--- config.mk ---
export PLATFORM = sky130hd
export DESIGN_NAME = vga_timing_gen_flat
export DESIGN_NICKNAME = d
export VERILOG_FILES = /design/src/rtl/vga_pixel_if.sv /design/src/rtl/vga_timing_gen.sv /design/src/flat_wrapper.sv
export SDC_FILE = /design/constraint.sdc
export NUM_CORES = 1
export LEC_CHECK = 0
export BUFFER_PORTS_ARGS = -buffer_cell sky130_fd_sc_hd__buf_2
export CAP_MARGIN = 30
export CORE_ASPECT_RATIO = 1.2
export CORE_MARGIN = 5
export CORE_UTILIZATION = 27
export DETAILED_ROUTE_END_ITERATION = 16
export PLACE_DENSITY_LB_ADDON = 0.2
export SYNTH_ARGS = -nofsm -noshare
export SYNTH_HDL_FRONTEND = slang
export SYNTH_SLANG_ARGS = --single-unit
export TNS_END_PERCENT = 1
--- constraint.sdc ---
create_clock -name i_clk -period 2.7 [get_ports i_clk]
set_input_delay 0.135 -clock i_clk [delete_from_list [all_inputs] [get_ports i_clk]]
set_output_delay 0.135 -clock i_clk [all_outputs]
set_load 0.01 [all_outputs]
--- src/rtl/vga_pixel_if.sv ---
// Pixel request / colour return channel between vga_timing_gen (master)
// and a pixel source (slave) such as a ROM, SRAM or test-pattern block.
interface vga_pixel_if #(
   parameter int COLOR_W = 10,
   parameter int ADDR_W  = 22
);
   logic               o_request;
   logic [10:0]        o_x;
   logic [10:0]        o_y;
   logic [ADDR_W-1:0]  o_address;
   logic               o_frame_start;
   logic               o_line_start;
   logic [COLOR_W-1:0] i_red;
   logic [COLOR_W-1:0] i_green;
   logic [COLOR_W-1:0] i_blue;

   modport master (
      output o_request, o_x, o_y, o_address, o_frame_start, o_line_start,
      input  i_red, i_green, i_blue
   );

   modport slave (
      input  o_request, o_x, o_y, o_address, o_frame_start, o_line_start,
      output i_red, i_green, i_blue
   );
endinterface

--- src/rtl/vga_timing_gen.sv ---
// Parametrised VGA timing and pixel-request generator; returned colour is
// re-aligned with sync and blank through a LEAD-deep control pipeline.
module vga_timing_gen #(
   parameter int H_ACTIVE = 640,
   parameter int H_FP     = 16,
   parameter int H_SYNC   = 96,
   parameter int H_BP     = 48,
   parameter int V_ACTIVE = 480,
   parameter int V_FP     = 10,
   parameter int V_SYNC   = 2,
   parameter int V_BP     = 33,
   parameter bit HS_POL   = 1'b0,
   parameter bit VS_POL   = 1'b0,
   parameter int LEAD     = 1,
   parameter int COLOR_W  = 10,
   parameter int ADDR_W   = 22
) (
   input  logic               i_clk,
   input  logic               i_rst_n,
   input  logic               i_enable,
   vga_pixel_if.master        pix,
   output logic [COLOR_W-1:0] o_vga_r,
   output logic [COLOR_W-1:0] o_vga_g,
   output logic [COLOR_W-1:0] o_vga_b,
   output logic               o_hs,
   output logic               o_vs,
   output logic               o_blank_n,
   output logic               o_sync_n
);
   localparam int H_TOTAL = H_ACTIVE + H_FP + H_SYNC + H_BP;
   localparam int V_TOTAL = V_ACTIVE + V_FP + V_SYNC + V_BP;

   typedef struct packed {
      logic active;
      logic hs;
      logic vs;
   } ctl_t;

   logic              en_q;
   logic [10:0]       h_cnt_q, h_cnt_d;
   logic [10:0]       v_cnt_q, v_cnt_d;
   logic [ADDR_W-1:0] addr_q, addr_d;
   logic              run, h_last, v_last, active, last_px, hs_raw, vs_raw;
   ctl_t              cur, tap;

   logic [COLOR_W-1:0] vga_r_q, vga_g_q, vga_b_q;
   logic               hs_q, vs_q, blank_n_q;

   // Counters advance only while enable was and still is high, so dropping
   // i_enable zeroes them on the same edge that clears en_q.
   assign run    = i_enable && en_q;
   assign h_last = (h_cnt_q == 11'(H_TOTAL - 1));
   assign v_last = (v_cnt_q == 11'(V_TOTAL - 1));
   assign active = en_q && (h_cnt_q < 11'(H_ACTIVE)) && (v_cnt_q < 11'(V_ACTIVE));
   assign last_px = active && (h_cnt_q == 11'(H_ACTIVE - 1)) && (v_cnt_q == 11'(V_ACTIVE - 1));
   assign hs_raw = en_q && (h_cnt_q >= 11'(H_ACTIVE + H_FP)) &&
                   (h_cnt_q < 11'(H_ACTIVE + H_FP + H_SYNC));
   assign vs_raw = en_q && (v_cnt_q >= 11'(V_ACTIVE + V_FP)) &&
                   (v_cnt_q < 11'(V_ACTIVE + V_FP + V_SYNC));

   always_comb begin
      // NOTE: every combinational output gets a default first so no path
      // leaves it unassigned, which would infer a latch.
      h_cnt_d = '0;
      v_cnt_d = '0;
      addr_d  = '0;
      if (run) begin
         h_cnt_d = h_last ? '0 : h_cnt_q + 11'd1;
         v_cnt_d = v_cnt_q;
         if (h_last) v_cnt_d = v_last ? '0 : v_cnt_q + 11'd1;
         addr_d  = addr_q;
         if (active) addr_d = last_px ? '0 : addr_q + 1'b1;
      end
   end

   always_ff @(posedge i_clk or negedge i_rst_n) begin
      // NOTE: state registers use non-blocking assignments so every flop
      // samples pre-edge values regardless of statement order.
      if (!i_rst_n) begin
         en_q    <= 1'b0;
         h_cnt_q <= '0;
         v_cnt_q <= '0;
         addr_q  <= '0;
      end else begin
         en_q    <= i_enable;
         h_cnt_q <= h_cnt_d;
         v_cnt_q <= v_cnt_d;
         addr_q  <= addr_d;
      end
   end

   assign pix.o_request     = active;
   assign pix.o_x           = h_cnt_q;
   assign pix.o_y           = v_cnt_q;
   assign pix.o_address     = addr_q;
   assign pix.o_line_start  = en_q && (h_cnt_q == '0) && (v_cnt_q < 11'(V_ACTIVE));
   assign pix.o_frame_start = en_q && (h_cnt_q == '0) && (v_cnt_q == '0);

   assign cur = '{active: active, hs: hs_raw, vs: vs_raw};

   generate
      if (LEAD == 0) begin : g_no_pipe
         assign tap = cur;
      end else begin : g_pipe
         ctl_t pipe_q [LEAD];
         always_ff @(posedge i_clk or negedge i_rst_n) begin
            // NOTE: this shift register holds only control flags, so it is
            // reset; a stale active bit would otherwise unblank garbage.
            if (!i_rst_n) begin
               for (int i = 0; i < LEAD; i++) pipe_q[i] <= '0;
            end else begin
               pipe_q[0] <= cur;
               for (int i = 1; i < LEAD; i++) pipe_q[i] <= pipe_q[i-1];
            end
         end
         assign tap = pipe_q[LEAD-1];
      end
   endgenerate

   always_ff @(posedge i_clk or negedge i_rst_n) begin
      if (!i_rst_n) begin
         vga_r_q   <= '0;
         vga_g_q   <= '0;
         vga_b_q   <= '0;
         hs_q      <= ~HS_POL;
         vs_q      <= ~VS_POL;
         blank_n_q <= 1'b0;
      end else begin
         vga_r_q   <= tap.active ? pix.i_red   : '0;
         vga_g_q   <= tap.active ? pix.i_green : '0;
         vga_b_q   <= tap.active ? pix.i_blue  : '0;
         hs_q      <= tap.hs ? HS_POL : ~HS_POL;
         vs_q      <= tap.vs ? VS_POL : ~VS_POL;
         blank_n_q <= tap.active;
      end
   end

   assign o_vga_r   = vga_r_q;
   assign o_vga_g   = vga_g_q;
   assign o_vga_b   = vga_b_q;
   assign o_hs      = hs_q;
   assign o_vs      = vs_q;
   assign o_blank_n = blank_n_q;
   assign o_sync_n  = 1'b0;
endmodule

--- src/flat_wrapper.sv ---
// flat-port wrapper written by rule: the top's interface ports become plain ports
module vga_timing_gen_flat 
#(
   parameter int H_ACTIVE = 640,
   parameter int H_FP     = 16,
   parameter int H_SYNC   = 96,
   parameter int H_BP     = 48,
   parameter int V_ACTIVE = 480,
   parameter int V_FP     = 10,
   parameter int V_SYNC   = 2,
   parameter int V_BP     = 33,
   parameter bit HS_POL   = 1'b0,
   parameter bit VS_POL   = 1'b0,
   parameter int LEAD     = 1,
   parameter int COLOR_W  = 10,
   parameter int ADDR_W   = 22
)
  (i_clk, i_rst_n, i_enable, o_vga_r, o_vga_g, o_vga_b, o_hs, o_vs, o_blank_n, o_sync_n, pix_o_request, pix_o_x, pix_o_y, pix_o_address, pix_o_frame_start, pix_o_line_start, pix_i_red, pix_i_green, pix_i_blue);
  vga_pixel_if #(.COLOR_W(COLOR_W), .ADDR_W(ADDR_W)) pix_i ();
  input  logic i_clk;
  input  logic i_rst_n;
  input  logic i_enable;
  output logic [COLOR_W-1:0] o_vga_r;
  output logic [COLOR_W-1:0] o_vga_g;
  output logic [COLOR_W-1:0] o_vga_b;
  output logic o_hs;
  output logic o_vs;
  output logic o_blank_n;
  output logic o_sync_n;
  output wire logic [$bits(pix_i.o_request)-1:0] pix_o_request;
  output wire logic [$bits(pix_i.o_x)-1:0] pix_o_x;
  output wire logic [$bits(pix_i.o_y)-1:0] pix_o_y;
  output wire logic [$bits(pix_i.o_address)-1:0] pix_o_address;
  output wire logic [$bits(pix_i.o_frame_start)-1:0] pix_o_frame_start;
  output wire logic [$bits(pix_i.o_line_start)-1:0] pix_o_line_start;
  input wire logic [$bits(pix_i.i_red)-1:0] pix_i_red;
  input wire logic [$bits(pix_i.i_green)-1:0] pix_i_green;
  input wire logic [$bits(pix_i.i_blue)-1:0] pix_i_blue;
  assign pix_o_request = pix_i.o_request;
  assign pix_o_x = pix_i.o_x;
  assign pix_o_y = pix_i.o_y;
  assign pix_o_address = pix_i.o_address;
  assign pix_o_frame_start = pix_i.o_frame_start;
  assign pix_o_line_start = pix_i.o_line_start;
  assign pix_i.i_red = pix_i_red;
  assign pix_i.i_green = pix_i_green;
  assign pix_i.i_blue = pix_i_blue;
  vga_timing_gen #(.H_ACTIVE(H_ACTIVE), .H_FP(H_FP), .H_SYNC(H_SYNC), .H_BP(H_BP), .V_ACTIVE(V_ACTIVE), .V_FP(V_FP), .V_SYNC(V_SYNC), .V_BP(V_BP), .HS_POL(HS_POL), .VS_POL(VS_POL), .LEAD(LEAD), .COLOR_W(COLOR_W), .ADDR_W(ADDR_W)) u_core (.i_clk(i_clk), .i_rst_n(i_rst_n), .i_enable(i_enable), .pix(pix_i), .o_vga_r(o_vga_r), .o_vga_g(o_vga_g), .o_vga_b(o_vga_b), .o_hs(o_hs), .o_vs(o_vs), .o_blank_n(o_blank_n), .o_sync_n(o_sync_n));
endmodule
==> flow_summary.html <==
<table>
<tr><th>Metric</th><th>Value</th></tr>
<tr><th colspan="2">Yosys</th></tr>
<tr><td>Part of the Yosys area used for sequential elements</td><td>a little over half</td></tr>
<tr><td>Number of flops mapped to enable cells by yosys</td><td>0</td></tr>
<tr><td>Count of yosys warnings during synthesis</td><td>0</td></tr>
<tr><td>Synthesized instance count</td><td>around 370</td></tr>
<tr><td>Cell type contributing the most total cell area after synthesis</td><td>sky130_fd_sc_hd__dfrtp_1</td></tr>
<tr><td>Synthesized area per cell</td><td>10.2 µm²</td></tr>
<tr><td>Post-Syn Area</td><td>about 3800 µm²</td></tr>
<tr><td>Synthesis-stage register bit count</td><td>81</td></tr>
<tr><td>Synth Flop Type</td><td>sky130_fd_sc_hd__dfrtp_1</td></tr>
<tr><td>Yosys top cell area share</td><td>52.3%</td></tr>
<tr><td>Mapped Nets</td><td>roughly 400</td></tr>
<tr><td>Share of flip-flops with an asynchronous set or reset after synthesis</td><td>100%</td></tr>
<tr><td>Most area-consuming cells after synthesis</td><td>sky130_fd_sc_hd__dfrtp_1 (52%), sky130_fd_sc_hd__and2_1 (5.5%), sky130_fd_sc_hd__nor2_1 (3.1%)</td></tr>
<tr><td>Yosys cell types</td><td>50</td></tr>
<tr><th colspan="2">Placement</th></tr>
<tr><td>Placement Cell Area</td><td>4580 µm²</td></tr>
<tr><td>Half-perimeter wire length after detailed placement</td><td>7780 µm</td></tr>
<tr><td>RD Place Congestion</td><td>0.781</td></tr>
<tr><td>Buffers on Ports</td><td>between 100 and 150</td></tr>
<tr><td>Placed cell count</td><td>649</td></tr>
<tr><th colspan="2">Detailed routing</th></tr>
<tr><td>Top Metal Used</td><td>met4</td></tr>
<tr><td>Detail-routed via count per cell</td><td>approximately 4.8</td></tr>
<tr><td>Number of antenna-violating nets in the routed design</td><td>0</td></tr>
<tr><td>Met3 wire length</td><td>450 µm</td></tr>
<tr><td>Detailed-route wire length</td><td>11000 µm</td></tr>
<tr><td>Detailed-routed wire length on met2</td><td>about 5500 µm</td></tr>
<tr><td>Vias after detailed routing</td><td>3321</td></tr>
<tr><td>Wire length the detailed router placed on met1</td><td>4740 µm</td></tr>
<tr><td>DR DRC count</td><td>0</td></tr>
<tr><td>Routed length per placed instance</td><td>15.9 µm</td></tr>
<tr><td>First-pass iteration count of the detailed router</td><td>4</td></tr>
<tr><td>DRC violation total after the first TritonRoute iteration</td><td>145</td></tr>
<tr><th colspan="2">Global route</th></tr>
<tr><td>Wire length of the first global-routing pass</td><td>about 18000 µm</td></tr>
<tr><td>Global-route congestion overflow total</td><td>0</td></tr>
<tr><td>Number of antenna violations at the first check in global routing</td><td>0</td></tr>
<tr><td>All-layer global routing usage</td><td>between 10 and 15%</td></tr>
<tr><td>Pin count of the biggest net entering global routing</td><td>47</td></tr>
<tr><td>Number of global-route vias before repair</td><td>3388</td></tr>
<tr><th colspan="2">Floorplan</th></tr>
<tr><td>Cell Rows</td><td>47</td></tr>
<tr><td>Core Box Area</td><td>13800 µm²</td></tr>
<tr><td>Chip width</td><td>118 µm</td></tr>
<tr><td>Die Footprint</td><td>16500 µm²</td></tr>
<tr><td>Count of pins on the block boundary</td><td>about 110</td></tr>
<tr><td>Starting density of the core</td><td>between 20 and 30%</td></tr>
<tr><td>Chip height</td><td>approximately 140 µm</td></tr>
<tr><th colspan="2">Setup path</th></tr>
<tr><td>Reg2Reg Launch Point</td><td>u_core.pix.o_y[9]</td></tr>
<tr><td>Worst Setup Path Type</td><td>reg2out</td></tr>
<tr><td>End of the worst register-to-register path</td><td>u_core.pix.o_address[10]</td></tr>
<tr><td>Startpoint class of the critical path</td><td>register</td></tr>
<tr><td>Nature of the critical path endpoint</td><td>output pin</td></tr>
<tr><td>Length in cells of the worst reg-to-reg path</td><td>5</td></tr>
<tr><td>Slack of the worst reg-to-reg path</td><td>approximately 420 ps</td></tr>
<tr><td>Maximum fanout encountered on the critical timing path</td><td>8</td></tr>
<tr><td>Worst path required time</td><td>2570 ps</td></tr>
<tr><td>Signal arrival time at the worst endpoint</td><td>between 2000 and 2500 ps</td></tr>
<tr><th colspan="2">Timing</th></tr>
<tr><td>RSZ-0062 raised after global routing</td><td>false</td></tr>
<tr><td>Pins over their slew limit</td><td>0</td></tr>
<tr><td>Worst-margin pin slew</td><td>725 ps</td></tr>
<tr><td>Post-route minimum period</td><td>2290 ps</td></tr>
<tr><td>Setup TNS</td><td>0 ps</td></tr>
<tr><td>FMAX</td><td>0.436 GHz</td></tr>
<tr><td>Worst setup skew after layout</td><td>4.30 ps</td></tr>
<tr><td>Fraction of the cycle the final worst path needs</td><td>84.9%</td></tr>
<tr><td>Relative slew slack</td><td>roughly 52%</td></tr>
<tr><td>Hold Worst Slack</td><td>about 15 ps</td></tr>
<tr><td>Final Setup Violations</td><td>0</td></tr>
<tr><td>Count of final hold-check violations</td><td>0</td></tr>
<tr><th colspan="2">Layout</th></tr>
<tr><td>Most frequent cells in the layout</td><td>sky130_fd_sc_hd__buf_2 (111), sky130_fd_sc_hd__dfrtp_1 (79), sky130_fd_sc_hd__and2_1 (33), sky130_fd_sc_hd__nor2_1 (31), sky130_fd_sc_hd__nand2_1 (24)</td></tr>
<tr><td>Layout filler cell count</td><td>1412</td></tr>
<tr><td>Count of placed standard cells in the final layout, fillers left out</td><td>688</td></tr>
<tr><td>Share of cells above drive strength 1</td><td>roughly 29%</td></tr>
<tr><td>Layout area overhead</td><td>36.3%</td></tr>
<tr><td>Final layout net count</td><td>550</td></tr>
<tr><td>Total area of multi-input combinational cells</td><td>1630 µm²</td></tr>
<tr><td>Finished layout cell area</td><td>5150 µm²</td></tr>
<tr><td>Combined flip-flop and latch cell area</td><td>2030 µm²</td></tr>
<tr><td>Ant. Diodes</td><td>0</td></tr>
<tr><td>Leading cell type in the layout, fill and taps excluded</td><td>sky130_fd_sc_hd__buf_2</td></tr>
<tr><th colspan="2">Min path</th></tr>
<tr><td>Start point of the worst hold path</td><td>pix_i_blue[3]</td></tr>
<tr><td>Class of the worst hold path</td><td>in2reg</td></tr>
<tr><td>Worst hold stages</td><td>2</td></tr>
<tr><td>End point of the most critical hold path</td><td>u_core.o_vga_b[3]</td></tr>
<tr><th colspan="2">Clock network</th></tr>
<tr><td>Clock tree buffer depth</td><td>2</td></tr>
<tr><td>CTS Sinks</td><td>81</td></tr>
<tr><td>Setup repair bufs after CTS</td><td>0</td></tr>
<tr><td>Resized Gates After CTS</td><td>0</td></tr>
<tr><td>Root buffer cell</td><td>sky130_fd_sc_hd__clkbuf_16</td></tr>
<tr><td>Clock latency at the later pin of the worst-skew pair</td><td>around 330 ps</td></tr>
<tr><td>Clock tree from TritonCTS</td><td>yes</td></tr>
<tr><td>Clock transition at the register clock pins on the worst setup and hold paths after CTS</td><td>60 ps</td></tr>
<tr><td>Total clock buffers created by CTS</td><td>9</td></tr>
<tr><td>Total number of H-tree levels</td><td>3</td></tr>
<tr><th colspan="2">Outcome</th></tr>
<tr><td>Outcome</td><td>finished, final reports clean</td></tr>
<tr><th colspan="2">Flow run</th></tr>
<tr><td>Max-cap violations</td><td>0</td></tr>
<tr><th colspan="2">Power</th></tr>
<tr><td>Peak VDD IR</td><td>335 µV</td></tr>
<tr><td>Power density over the cells</td><td>557 nW/µm²</td></tr>
<tr><td>Leak Pwr</td><td>2.37 nW</td></tr>
</table>
==> power breakdown <==
part | switching (W) | internal (W) | total (W)
Clock | 0.000516 | 0.000908 | 0.00142
Combinational | 0.000103 | 0.0000874 | 0.000190
Sequential | 0.0000141 | 0.00124 | 0.00125
==> area by class of cell <==
class / instances / share of cell area (%)
Timing Repair Buffer: 148 / 17.7
Sequential cell: 81 / 39.4
Inverter: 8 / 0.583
Clock inverter: 6 / 2.21
Tap cell: 171 / 4.15
Clock buffer: 10 / 4.44
Multi-Input combinational cell: 264 / 31.6
==> timing repair <==
item,in CTS,in global routing
hold buffers,23,0
endpoints found under the setup margin,0,0
endpoints found under the hold margin,56,0
==> routing by layer <==
layer | vias up | GRT usage [%]
li1 | 1609 | -
met1 | 1614 | 16.4
met3 | 16 | 3.41
met5 | - | 0
met2 | 82 | 22.7
met4 | 0 | 5.43
==> worst max-delay path, cell delays in order (launching register included) <==
cell	delay, ps
sky130_fd_sc_hd__dfrtp_1	470
sky130_fd_sc_hd__nor4b_1	520
sky130_fd_sc_hd__nand4_1	300
sky130_fd_sc_hd__nor4_1	340
sky130_fd_sc_hd__buf_2	200
==> Yosys cell counts (3+ instances only) <==
master and instances:
sky130_fd_sc_hd__a21oi_1 23, sky130_fd_sc_hd__a22oi_1 5, sky130_fd_sc_hd__a32o_1 4, sky130_fd_sc_hd__and2_1 33, sky130_fd_sc_hd__and3_1 7, sky130_fd_sc_hd__and4_1 3, sky130_fd_sc_hd__clkbuf_1 13, sky130_fd_sc_hd__dfrtp_1 79
sky130_fd_sc_hd__ha_1 5, sky130_fd_sc_hd__inv_1 8, sky130_fd_sc_hd__nand2_1 24, sky130_fd_sc_hd__nand3_1 13, sky130_fd_sc_hd__nand3b_1 4, sky130_fd_sc_hd__nand4_1 11, sky130_fd_sc_hd__nand4b_1 8, sky130_fd_sc_hd__nor2_1 31
sky130_fd_sc_hd__nor2b_1 4, sky130_fd_sc_hd__nor3_1 13, sky130_fd_sc_hd__nor4_1 9, sky130_fd_sc_hd__nor4b_1 3, sky130_fd_sc_hd__o21ai_0 19, sky130_fd_sc_hd__or3_1 5, sky130_fd_sc_hd__xnor2_1 8, sky130_fd_sc_hd__xor2_1 7
==> sequential cells by signal, indices dropped and copies added (netlist names) <==
signal and cells:
u_core.en_q 1, u_core.g_pipe.pipe_q 3, u_core.o_blank_n 1, u_core.o_hs 1, u_core.o_vga_b 10, u_core.o_vga_g 10, u_core.o_vga_r 10, u_core.o_vs 1
u_core.pix.o_address 22, u_core.pix.o_x 11, u_core.pix.o_y 11
==> cell families after synthesis <==
group,Yosys count,share of synthesized area [%]
AND/OR/NAND/NOR,175,26.0
flip-flops,81,53.7
AO/OA/AOI/OAI,66,11.3
buffers and inverters,27,3.28
XOR/XNOR,15,3.47
adder cells (fa/ha/maj),5,1.65
multiplexers,2,0.529
other,1,0.0992
==> how the worst max path moves through the flow <==
stage,startpoint,endpoint,slack [ps],depth (start not counted)
after floorplan,u_core.pix.o_x[8],u_core.pix.o_address[7],480,6
after global placement,u_core.pix.o_y[9],u_core.pix.o_address[10],480,5
after detailed placement,u_core.pix.o_y[9],u_core.pix.o_address[10],420,5
after CTS,u_core.pix.o_y[9],pix_o_frame_start,400,4
after global routing,u_core.pix.o_y[9],u_core.pix.o_address[10],300,5
final,u_core.pix.o_y[9],pix_o_frame_start,410,4
==> per-stage QoR <==
step | util [%] | power [W] | worst slack [ps]
3_3_place_gp | 33.1 | 0.00144 | 481
6_report | 37.5 | 0.00287 | 408
4_1_cts | 37.5 | 0.00292 | 396
3_5_place_dp | 33.3 | 0.00145 | 417
5_1_grt | 37.5 | 0.00298 | 304
2_1_floorplan | - | 0.00134 | 484
(Power assumes the default switching activity.)
